## config.mk

```make
export PLATFORM = sky130hd
export DESIGN_NAME = multicycle_control_unit
export DESIGN_NICKNAME = d
export VERILOG_FILES = /design/src/rtl/cpu_defs_pkg.sv /design/src/rtl/instr_class_decode.sv /design/src/rtl/multicycle_control_unit.sv
export SDC_FILE = /design/constraint.sdc
export NUM_CORES = 1
export LEC_CHECK = 0
export CORE_MARGIN = 3
export CORE_UTILIZATION = 36
export DETAILED_ROUTE_END_ITERATION = 7
export PLACE_DENSITY = 0.75
export SYNTH_ARGS = -nofsm -noshare
export SYNTH_HDL_FRONTEND = slang
export SYNTH_SLANG_ARGS = --single-unit
```

## constraint.sdc

```tcl
create_clock -name CLK -period 2 [get_ports CLK]
set_input_delay 0.4 -clock CLK [delete_from_list [all_inputs] [get_ports CLK]]
set_output_delay 0.4 -clock CLK [all_outputs]
set_load 0.02 [all_outputs]
```

## src/rtl/cpu_defs_pkg.sv

```systemverilog
// Shared definitions for the multi-cycle CPU control path: FSM state codes,
// opcode/funct constants, ALUOp/PCSrc/RegDst encodings and the decoded
// instruction class bundle passed from the class decoder to the sequencer.
package cpu_defs_pkg;

  typedef enum logic [2:0] {
    S_IF     = 3'b000,
    S_ID     = 3'b001,
    S_EXE_LS = 3'b010,
    S_MEM    = 3'b011,
    S_WB_LD  = 3'b100,
    S_EXE_BR = 3'b101,
    S_EXE_AL = 3'b110,
    S_WB_AL  = 3'b111
  } state_t;

  localparam logic [5:0] OP_R    = 6'b000000;
  localparam logic [5:0] OP_BLTZ = 6'b000001;
  localparam logic [5:0] OP_J    = 6'b000010;
  localparam logic [5:0] OP_JAL  = 6'b000011;
  localparam logic [5:0] OP_BEQ  = 6'b000100;
  localparam logic [5:0] OP_BNE  = 6'b000101;
  localparam logic [5:0] OP_ADDI = 6'b001000;
  localparam logic [5:0] OP_SLTI = 6'b001010;
  localparam logic [5:0] OP_ORI  = 6'b001101;
  localparam logic [5:0] OP_LW   = 6'b100011;
  localparam logic [5:0] OP_SW   = 6'b101011;
  localparam logic [5:0] OP_HALT = 6'b111111;

  localparam logic [5:0] FN_ADD = 6'b100000;
  localparam logic [5:0] FN_SUB = 6'b100010;
  localparam logic [5:0] FN_AND = 6'b100100;
  localparam logic [5:0] FN_OR  = 6'b100101;
  localparam logic [5:0] FN_SLT = 6'b101010;
  localparam logic [5:0] FN_SLL = 6'b000000;
  localparam logic [5:0] FN_JR  = 6'b001000;

  typedef enum logic [2:0] {
    ALU_ADD = 3'b000,
    ALU_SUB = 3'b001,
    ALU_AND = 3'b010,
    ALU_OR  = 3'b011,
    ALU_SLT = 3'b100,
    ALU_SLL = 3'b101
  } alu_op_t;

  localparam logic [1:0] PC_SEQ = 2'b00;  // PC+4
  localparam logic [1:0] PC_BR  = 2'b01;  // branch target
  localparam logic [1:0] PC_RS  = 2'b10;  // rs (jr)
  localparam logic [1:0] PC_JMP = 2'b11;  // jump target

  localparam logic [1:0] RD_RA = 2'b00;   // $31
  localparam logic [1:0] RD_RT = 2'b01;
  localparam logic [1:0] RD_RD = 2'b10;

  typedef enum logic [1:0] {
    BR_EQ  = 2'b00,
    BR_NE  = 2'b01,
    BR_LTZ = 2'b10
  } br_kind_t;

  // One-hot instruction class; exactly one field is set for any op/funct.
  typedef struct packed {
    logic jump;
    logic jr;
    logic branch;
    logic load;
    logic store;
    logic ralu;
    logic ialu;
    logic halt;
    logic nop;
  } instr_class_t;

  typedef struct packed {
    instr_class_t cls;
    logic         link;      // jal: write return address to $31
    logic         funct_ok;  // R-type funct is a known ALU operation
    br_kind_t     br_kind;
    alu_op_t      alu_op;
    logic         ext_sel;   // 1 = sign-extend imm16
  } decode_t;

  function automatic logic branch_taken(input br_kind_t kind, input logic zero,
                                        input logic sign);
    case (kind)
      BR_EQ:   return zero;
      BR_NE:   return ~zero;
      BR_LTZ:  return sign;
      default: return 1'b0;
    endcase
  endfunction

endpackage

```

## src/rtl/instr_class_decode.sv

```systemverilog
// Purpose: classifies op/funct into a one-hot instruction class plus ALU/branch details.
// Latency: purely combinational, zero cycles.
// Backpressure: none; inputs come straight from the held instruction register.
// Ports: op, funct (in, 6 each) -> dec (out, decode_t bundle).
module instr_class_decode
  import cpu_defs_pkg::*;
(
  input  logic [5:0] op,
  input  logic [5:0] funct,
  output decode_t    dec
);

  always_comb begin
    dec          = '0;
    dec.alu_op   = ALU_ADD;
    dec.br_kind  = BR_EQ;
    dec.ext_sel  = 1'b1;
    dec.funct_ok = 1'b1;
    case (op)
      OP_R: begin
        if (funct == FN_JR) begin
          dec.cls.jr = 1'b1;
        end else begin
          dec.cls.ralu = 1'b1;
          case (funct)
            FN_ADD:  dec.alu_op = ALU_ADD;
            FN_SUB:  dec.alu_op = ALU_SUB;
            FN_AND:  dec.alu_op = ALU_AND;
            FN_OR:   dec.alu_op = ALU_OR;
            FN_SLT:  dec.alu_op = ALU_SLT;
            FN_SLL:  dec.alu_op = ALU_SLL;
            // Unknown funct still walks the ALU path so the PC advances,
            // but the write-back is suppressed downstream.
            default: dec.funct_ok = 1'b0;
          endcase
        end
      end
      OP_BLTZ: begin
        dec.cls.branch = 1'b1;
        dec.br_kind    = BR_LTZ;
        dec.alu_op     = ALU_SLT;
      end
      OP_J:   dec.cls.jump = 1'b1;
      OP_JAL: begin
        dec.cls.jump = 1'b1;
        dec.link     = 1'b1;
      end
      OP_BEQ: begin
        dec.cls.branch = 1'b1;
        dec.br_kind    = BR_EQ;
        dec.alu_op     = ALU_SUB;
      end
      OP_BNE: begin
        dec.cls.branch = 1'b1;
        dec.br_kind    = BR_NE;
        dec.alu_op     = ALU_SUB;
      end
      OP_ADDI: begin
        dec.cls.ialu = 1'b1;
        dec.alu_op   = ALU_ADD;
      end
      OP_SLTI: begin
        dec.cls.ialu = 1'b1;
        dec.alu_op   = ALU_SLT;
      end
      OP_ORI: begin
        dec.cls.ialu = 1'b1;
        dec.alu_op   = ALU_OR;
        dec.ext_sel  = 1'b0;
      end
      OP_LW:   dec.cls.load  = 1'b1;
      OP_SW:   dec.cls.store = 1'b1;
      OP_HALT: dec.cls.halt  = 1'b1;
      default: dec.cls.nop   = 1'b1;
    endcase
  end

endmodule

```

## src/rtl/multicycle_control_unit.sv

```systemverilog
// Purpose: IF/ID/EXE/MEM/WB sequencer for the multi-cycle CPU; one PC load per instruction.
// Latency: 2..5 cycles per instruction (jump/NOP 2, branch 3, ALU/sw 4, lw 5); halt parks in ID.
// Backpressure: none; op/funct are held by the IR from ID until the next IF.
// Ports: CLK, Reset (async active-low), op, funct, zero, sign in; state plus all
//        datapath strobes/selects out, combinational from the registered state.
module multicycle_control_unit
  import cpu_defs_pkg::*;
(
  input  logic       CLK,
  input  logic       Reset,
  input  logic [5:0] op,
  input  logic [5:0] funct,
  input  logic       zero,
  input  logic       sign,
  output logic [2:0] state,
  output logic       PCWre,
  output logic [1:0] PCSrc,
  output logic       IRWre,
  output logic       InsMemRW,
  output logic       ExtSel,
  output logic       ALUSrcB,
  output logic [2:0] ALUOp,
  output logic [1:0] RegDst,
  output logic       WrRegDSrc,
  output logic       RegWre,
  output logic       mRD,
  output logic       mWR,
  output logic       DBDataSrc
);

  state_t  cur_state;
  state_t  nxt_state;
  decode_t dec;

  instr_class_decode u_decode (
    .op    (op),
    .funct (funct),
    .dec   (dec)
  );

  assign state = cur_state;

  always_ff @(posedge CLK or negedge Reset) begin
    if (!Reset) cur_state <= S_IF;
    else        cur_state <= nxt_state;
  end

  always_comb begin
    nxt_state = cur_state;
    PCWre     = 1'b0;
    PCSrc     = PC_SEQ;
    IRWre     = 1'b0;
    InsMemRW  = 1'b0;
    ExtSel    = 1'b0;
    ALUSrcB   = 1'b0;
    ALUOp     = ALU_ADD;
    RegDst    = RD_RA;
    WrRegDSrc = 1'b1;
    RegWre    = 1'b0;
    mRD       = 1'b0;
    mWR       = 1'b0;
    DBDataSrc = 1'b0;

    // Operand/ALU selects are harmless outside EXE, so drive them whenever
    // the IR holds a valid instruction to keep the datapath settled early.
    if (cur_state != S_IF) begin
      ExtSel  = dec.ext_sel;
      ALUSrcB = dec.cls.ialu | dec.cls.load | dec.cls.store;
      ALUOp   = dec.alu_op;
    end

    case (cur_state)
      S_IF: begin
        IRWre     = 1'b1;
        InsMemRW  = 1'b1;
        nxt_state = S_ID;
      end
      S_ID: begin
        if (dec.cls.branch) begin
          nxt_state = S_EXE_BR;
        end else if (dec.cls.load | dec.cls.store) begin
          nxt_state = S_EXE_LS;
        end else if (dec.cls.ralu | dec.cls.ialu) begin
          nxt_state = S_EXE_AL;
        end else if (dec.cls.halt) begin
          nxt_state = S_ID;
        end else begin
          // j / jal / jr / unknown op: finish here with the PC load.
          PCWre     = 1'b1;
          nxt_state = S_IF;
          if (dec.cls.jump)    PCSrc = PC_JMP;
          else if (dec.cls.jr) PCSrc = PC_RS;
          if (dec.link) begin
            RegWre    = 1'b1;
            RegDst    = RD_RA;
            WrRegDSrc = 1'b0;
          end
        end
      end
      S_EXE_BR: begin
        PCWre     = 1'b1;
        nxt_state = S_IF;
        if (branch_taken(dec.br_kind, zero, sign)) PCSrc = PC_BR;
      end
      S_EXE_LS: nxt_state = S_MEM;
      S_MEM: begin
        if (dec.cls.load) begin
          mRD       = 1'b1;
          DBDataSrc = 1'b1;
          nxt_state = S_WB_LD;
        end else begin
          mWR       = dec.cls.store;
          PCWre     = 1'b1;
          nxt_state = S_IF;
        end
      end
      S_WB_LD: begin
        mRD       = 1'b1;
        DBDataSrc = 1'b1;
        RegWre    = 1'b1;
        RegDst    = RD_RT;
        PCWre     = 1'b1;
        nxt_state = S_IF;
      end
      S_EXE_AL: nxt_state = S_WB_AL;
      S_WB_AL: begin
        PCWre     = 1'b1;
        RegWre    = dec.cls.ialu | (dec.cls.ralu & dec.funct_ok);
        RegDst    = dec.cls.ralu ? RD_RD : RD_RT;
        nxt_state = S_IF;
      end
      default: nxt_state = S_IF;
    endcase
  end

endmodule
```

Word level (Yosys, flattened, before mapping). Index checks and enable logic that the tools add are counted.

Register bits after elaboration: 3. Latch bits: 0. Bits in writable memories: 0. ROM bits: 0. Output and inout port bits: 20. Logic and storage cells: 109. Memories kept: 0.

Add/sub/neg operators: 0. Multiply operators: 0. Divide/modulo/power cells: 0. Order comparisons: 0. Equality and inequality tests: 26. Shift-type cells: 0. Mux-type cells: 63. Bitwise logic cells: 7. Reduce and logical (&&, ||, !) cells: 12.

Operators by type and width (count): 6-bit == test (second input constant) (8); 1-bit 2-to-1 mux (40); 6-bit by 4-bit == test with 1-bit output (second input constant) (4); 3-bit 2-to-1 mux (6); 3-bit one-hot mux with 6 select lines (1); 3-bit one-hot mux with 5 select lines (1); 2-bit 2-to-1 mux (7); 3-bit == test (second input constant) (4); 6-bit by 2-bit == test with 1-bit output (second input constant) (2); 6-bit by 3-bit == test with 1-bit output (second input constant) (2); 6-bit zero test (2); 2-bit one-hot mux with 2 select lines (3); 3-bit one-hot mux with 4 select lines (1); 1-bit one-hot mux with 3 select lines (3); 3-bit OR reduction (3); 3-bit by 2-bit == test with 1-bit output (second input constant) (2); 6-bit by 1-bit == test with 1-bit output (second input constant) (1); 2-bit OR reduction (3); 6-bit OR reduction (1); 1-bit bitwise OR (5); 3-bit by 1-bit == test with 1-bit output (second input constant) (1); 3-bit zero test (1); 3-bit nonzero test (1); 2-bit by 1-bit == test with 1-bit output (second input constant) (1); 5 further kinds (5).

Longest topological paths before layout.
Word-level depth: 10. Mapped depth: 6. Mapped depth without buffers: 4.

Modules after synthesis. A second synthesis with hierarchy kept.

Cell total of the unflattened synthesis: 118. Area, all modules: 788.3 um^2.

By module, submodules not included: multicycle_control_unit (times used 1, cells an instance 55, area an instance 414.1 um^2, sequential area each 75.1 um^2); instr_class_decode (times used 1, cells an instance 63, area an instance 374.1 um^2, sequential area each 0.0 um^2).

Worst setup path after synthesis. OpenSTA, ideal clock, no wires.

Kind: input to output. From: in op[5]. To: out RegWre. Arrival time: 2.068 ns. Required time: 1.600 ns. Setup slack: -0.468 ns. Cell stages on the path: 6. Path buffers: 2. Cells stage by stage: buf_2 -> or3_4 -> buf_6 -> a211oi_4 -> nand2_1 -> o311ai_1.

Longest elaborated chain between the ends: 8. Elaborated cells between the ends (all ways): 31. Classes of those cells: 10 x eq/ne; 14 x mux; 4 x bitwise; 3 x reduce/logical.

RTL lines: start: declaration (line multicycle_control_unit.sv:11) `input logic [5:0] op,`; 6-bit by 4-bit == test with 1-bit output / 6-bit by 2-bit == test with 1-bit output (equally long branches); 3-bit OR reduction (no line) / 1-bit 2-to-1 mux (equally long branches); 1-bit 2-to-1 mux, on equally long branches (line instr_class_decode.sv:19, multicycle_control_unit.sv:93); 1-bit bitwise OR / 1-bit 2-to-1 mux (equally long branches) (line multicycle_control_unit.sv:83, multicycle_control_unit.sv:85); 1-bit 2-to-1 mux (line multicycle_control_unit.sv:83) `end else if (dec.cls.ralu | dec.cls.ialu) begin`; 1-bit 2-to-1 mux (line multicycle_control_unit.sv:81) `end else if (dec.cls.load | dec.cls.store) begin`; 1-bit 2-to-1 mux (line multicycle_control_unit.sv:79) `if (dec.cls.branch) begin`; 1-bit one-hot mux with 3 select lines (*) (line multicycle_control_unit.sv:72) `case (cur_state)`; end: declaration (line multicycle_control_unit.sv:25) `output logic RegWre,`.

Mark *: on every way between the ends. The rest lies on a longest branch, timed or not.

Worst setup path after layout.
From: in op[0]. To: out PCWre.

Longest elaborated chain between the ends: 8. Elaborated cells between the ends (all ways): 26. Classes of those cells: 9 x eq/ne; 12 x mux; 2 x bitwise; 3 x reduce/logical.

RTL lines: 6-bit by 4-bit == test with 1-bit output; 3-bit OR reduction (no line); 1-bit 2-to-1 mux (line instr_class_decode.sv:19) `case (op)`; 1-bit bitwise OR (line multicycle_control_unit.sv:83); 1-bit 2-to-1 mux (line multicycle_control_unit.sv:83); 1-bit 2-to-1 mux (line multicycle_control_unit.sv:81); 1-bit 2-to-1 mux (line multicycle_control_unit.sv:79); 1-bit one-hot mux with 3 select lines (*) (line multicycle_control_unit.sv:72); end: declaration (line multicycle_control_unit.sv:16) `output logic PCWre,`.

Marks and branches as above.

==> insert_results.sql <==
INSERT INTO impl_metrics (metric_group, metric, value, unit) VALUES
('timing', 'slew_violations', '0', ''),
('global_route', 'grt_overflow', '0', ''),
('clocking', 'max-clock-path-buffers', '2', ''),
('floorplanning', 'chipWidth', '51.5', 'µm'),
('layout', 'postLayoutCellArea', '1670', 'µm²'),
('layout', 'mostFrequentLayoutCells', '54 x sky130_fd_sc_hd__buf_4, 16 x sky130_fd_sc_hd__buf_6, 10 x sky130_fd_sc_hd__nor2_1', ''),
('clocking', 'numClockSinks', '3', ''),
('clocking', 'clock_insertion_delay_worst_skew', '0.25', 'ns'),
('synth', 'post_synthesis_register_bit_count', '3', ''),
('synth', 'ys.warnings.count', '0', ''),
('synth', 'synth_area', '746', 'µm²'),
('synth', 'synth_nets', '129', ''),
('critical_path', 'crit_path_cell_trace', 'buf_8 > buf_6 > or4b_4 > o211ai_1 > a2111o_1 > o21ai_2 > buf_6', ''),
('timing', 'finalCriticalPeriod', '2.28', 'ns'),
('outcome', 'status', 'finished, violations left', ''),
('power_and_ir_drop', 'powerDensity', '587', 'nW/µm²'),
('timing', 'timing.clock.skew', '0.00325', 'ns'),
('global_route', 'global_route.usage.met2', '67.6', '%'),
('floorplanning', 'start_util', '40.5', '%'),
('layout', 'number_of_inserted_diodes', '0', ''),
('timing', 'setup_violations', '11', ''),
('global_route', 'global_route.usage.met3', '6.59', '%'),
('timing', 'final.setup.worst_slack', '-0.282', 'ns'),
('synth', 'synth.top_cell.area_share', '10.1', '%'),
('floorplanning', 'chipHeight', '51.5', 'µm'),
('route', 'remaining_drc_errors', '0', ''),
('global_route', 'antenna_found_initial', '0', ''),
('clocking', 'clk_root_buffer_cell', 'sky130_fd_sc_hd__clkbuf_4', ''),
('route', 'first_pass_drt_iterations', '4', ''),
('timing', 'tightest_slew', '0.512', 'ns'),
('route', 'antenna_left', '0', ''),
('global_route', 'grt_pass1_wl', '7220', 'µm'),
('layout', 'area_growth', '124', '%'),
('critical_path', 'cp_data_required_time', '1.60', 'ns'),
('critical_path', 'cp-end-kind', 'primary output', ''),
('critical_path', 'arrival', '1.88', 'ns'),
('place', 'dpl_cell_area', '1440', 'µm²'),
('global_route', 'global_route.usage.met1', '36.4', '%'),
('synth', 'synthDominantAreaCellType', 'sky130_fd_sc_hd__dfrtp_1', ''),
('layout', 'largest_register_ff_count', '3', ''),
('outcome', 'failed_checks', 'negative setup slack', ''),
('clocking', 'depth_of_the_cts_h_tree', '1', ''),
('critical_path', 'cpMostUsedCell', 'sky130_fd_sc_hd__buf_6', ''),
('synth', 'synth.top_cells.by_area', 'sky130_fd_sc_hd__dfrtp_1 10%, sky130_fd_sc_hd__nor2_1 8.1%, sky130_fd_sc_hd__a21oi_1 6.0%', ''),
('global_route', 'pin_count_of_the_biggest_net_entering_global_routing', '9', ''),
('route', 'dr_total_vias', '1415', ''),
('synth', 'ys_types', '42', ''),
('layout', 'drive_above_1_share', '59.4', '%'),
('critical_path', 'crit_slowest_cell', 'sky130_fd_sc_hd__or4b_4', ''),
('synth', 'syn-instance-count', '113', ''),
('synth', 'number_of_enable_type_register_cells_in_the_synthesized_netlist', '0', ''),
('floorplanning', 'dieArea', '2650', 'µm²'),
('timing', 'clock.fmax', '438', 'MHz'),
('layout', 'finalNonFillerCells', '222', ''),
('timing', 'finalHoldViolations', '0', ''),
('critical_path', 'worst_path_largest_cell_delay', '0.50', 'ns'),
('timing', 'rsz0062_at_grt', 'true', ''),
('global_route', 'first_global_vias', '1500', ''),
('power_and_ir_drop', 'leakage', '0.769', 'nW'),
('place', 'dp.final_hpwl', '2520', 'µm'),
('critical_path', 'crit_type', 'input pin to primary output', ''),
('floorplanning', 'core.rowCount', '15', ''),
('place', 'portBuffers', '35', ''),
('clocking', 'holdBufCountCts', '0', ''),
('timing', 'hold-worst-slack', '0.340', 'ns'),
('worst_hold_path', 'worst_hold_path_type', 'input pin to asynchronous set/reset pin', ''),
('route', 'detailedRoute.firstIterationViolations', '78', ''),
('floorplanning', 'coreArea', '1840', 'µm²'),
('place', 'numPlacedInstances', '205', ''),
('layout', 'layout.cells.most_common', 'sky130_fd_sc_hd__buf_4', ''),
('clocking', 'tritoncts', 'yes', '');
[power by group]
| group | switching (mW) | total [mW] | leakage [nW] | internal [mW] |
|---|---|---|---|---|
| logic | 0.428 | 0.765 | 0.715 | 0.336 |
| registers | 0.0200 | 0.0974 | 0.0391 | 0.0773 |
| clock network | 0.0429 | 0.118 | 0.0150 | 0.0755 |
[cells in the mapped netlist (2+ instances only)]
cell type	n
sky130_fd_sc_hd__nor4b_1	2
sky130_fd_sc_hd__buf_4	2
sky130_fd_sc_hd__nand4b_1	2
sky130_fd_sc_hd__inv_1	6
sky130_fd_sc_hd__clkbuf_1	6
sky130_fd_sc_hd__a31oi_1	2
sky130_fd_sc_hd__nor2_1	16
sky130_fd_sc_hd__dfrtp_1	3
sky130_fd_sc_hd__or3_1	2
sky130_fd_sc_hd__o21ai_0	7
sky130_fd_sc_hd__and3_1	4
sky130_fd_sc_hd__nor3b_1	2
sky130_fd_sc_hd__o311ai_1	2
sky130_fd_sc_hd__nand2_1	5
sky130_fd_sc_hd__o22ai_1	2
sky130_fd_sc_hd__a21oi_1	9
sky130_fd_sc_hd__mux2i_1	2
sky130_fd_sc_hd__o2111ai_1	2
sky130_fd_sc_hd__nor3_1	8
sky130_fd_sc_hd__nand3_1	5
sky130_fd_sc_hd__buf_6	2
sky130_fd_sc_hd__o211ai_1	2
[per-layer routing]
| metal | part of all wire (%) | vias up |
|---|---|---|
| met3 | 10 | 50 |
| met1 | 35 | 646 |
| met5 | 0 | - |
| met4 | 7.8 | 0 |
| met2 | 47 | 127 |
| li1 | - | 592 |
[repair_timing]
item,CTS,global route
pin swaps,15,10
buffers inserted,11,2
gates cloned,1,0
resized for setup,147,21
setup endpoints to repair,18,17
[metrics by stage]
stage	TNS, ns	utilization, %	total power [mW]	setup WS [ns]
global route	-2.34	90.8	1.01	-0.303
CTS	-1.74	88.3	0.896	-0.307
detailed placement	-13.79	78.4	0.781	-1.08
floorplan	-0.516	-	0.431	-0.134
global placement	-12.94	78.4	0.771	-0.993
finish	-1.90	90.8	0.980	-0.282
[cell type report]
class | count | area, µm²
multi-input combinational | 93 | 762
timing repair buffer | 91 | 753
clock buffer | 4 | 26.3
inverter | 6 | 22.5
fill | 83 | 169
sequential | 3 | 75.1
tap | 25 | 31.3
[critical path, delay by kind of cell]
kind / cells / cell delay (ns)
buffers and inverters: 3 / 0.35
AND/OR/NAND/NOR: 1 / 0.50
AO/OA/AOI/OAI: 3 / 0.63
[logic make-up after synthesis]
logic type	after synthesis	share of synthesized area, %
multiplexers	2	2.68
buffers and inverters	17	11.7
flip-flops	3	10.1
AO/OA/AOI/OAI	33	30.7
AND/OR/NAND/NOR	58	44.8
[worst paths after layout]
check / from / to / slack, ns / cells past startpoint
max: op[0] / PCWre / -0.28 / 7
min: Reset / state[1]$_DFF_PN0_ / 0.34 / 1
max reg2reg: state[2]$_DFF_PN0_ / state[2]$_DFF_PN0_ / 0.43 / 5
min reg2reg: state[0]$_DFF_PN0_ / state[1]$_DFF_PN0_ / 0.71 / 2
max in group asynchronous: Reset / state[0]$_DFF_PN0_ / 1.51 / 1
min in group CLK: state[0]$_DFF_PN0_ / state[1]$_DFF_PN0_ / 0.71 / 2
(Power assumes the default switching activity.)
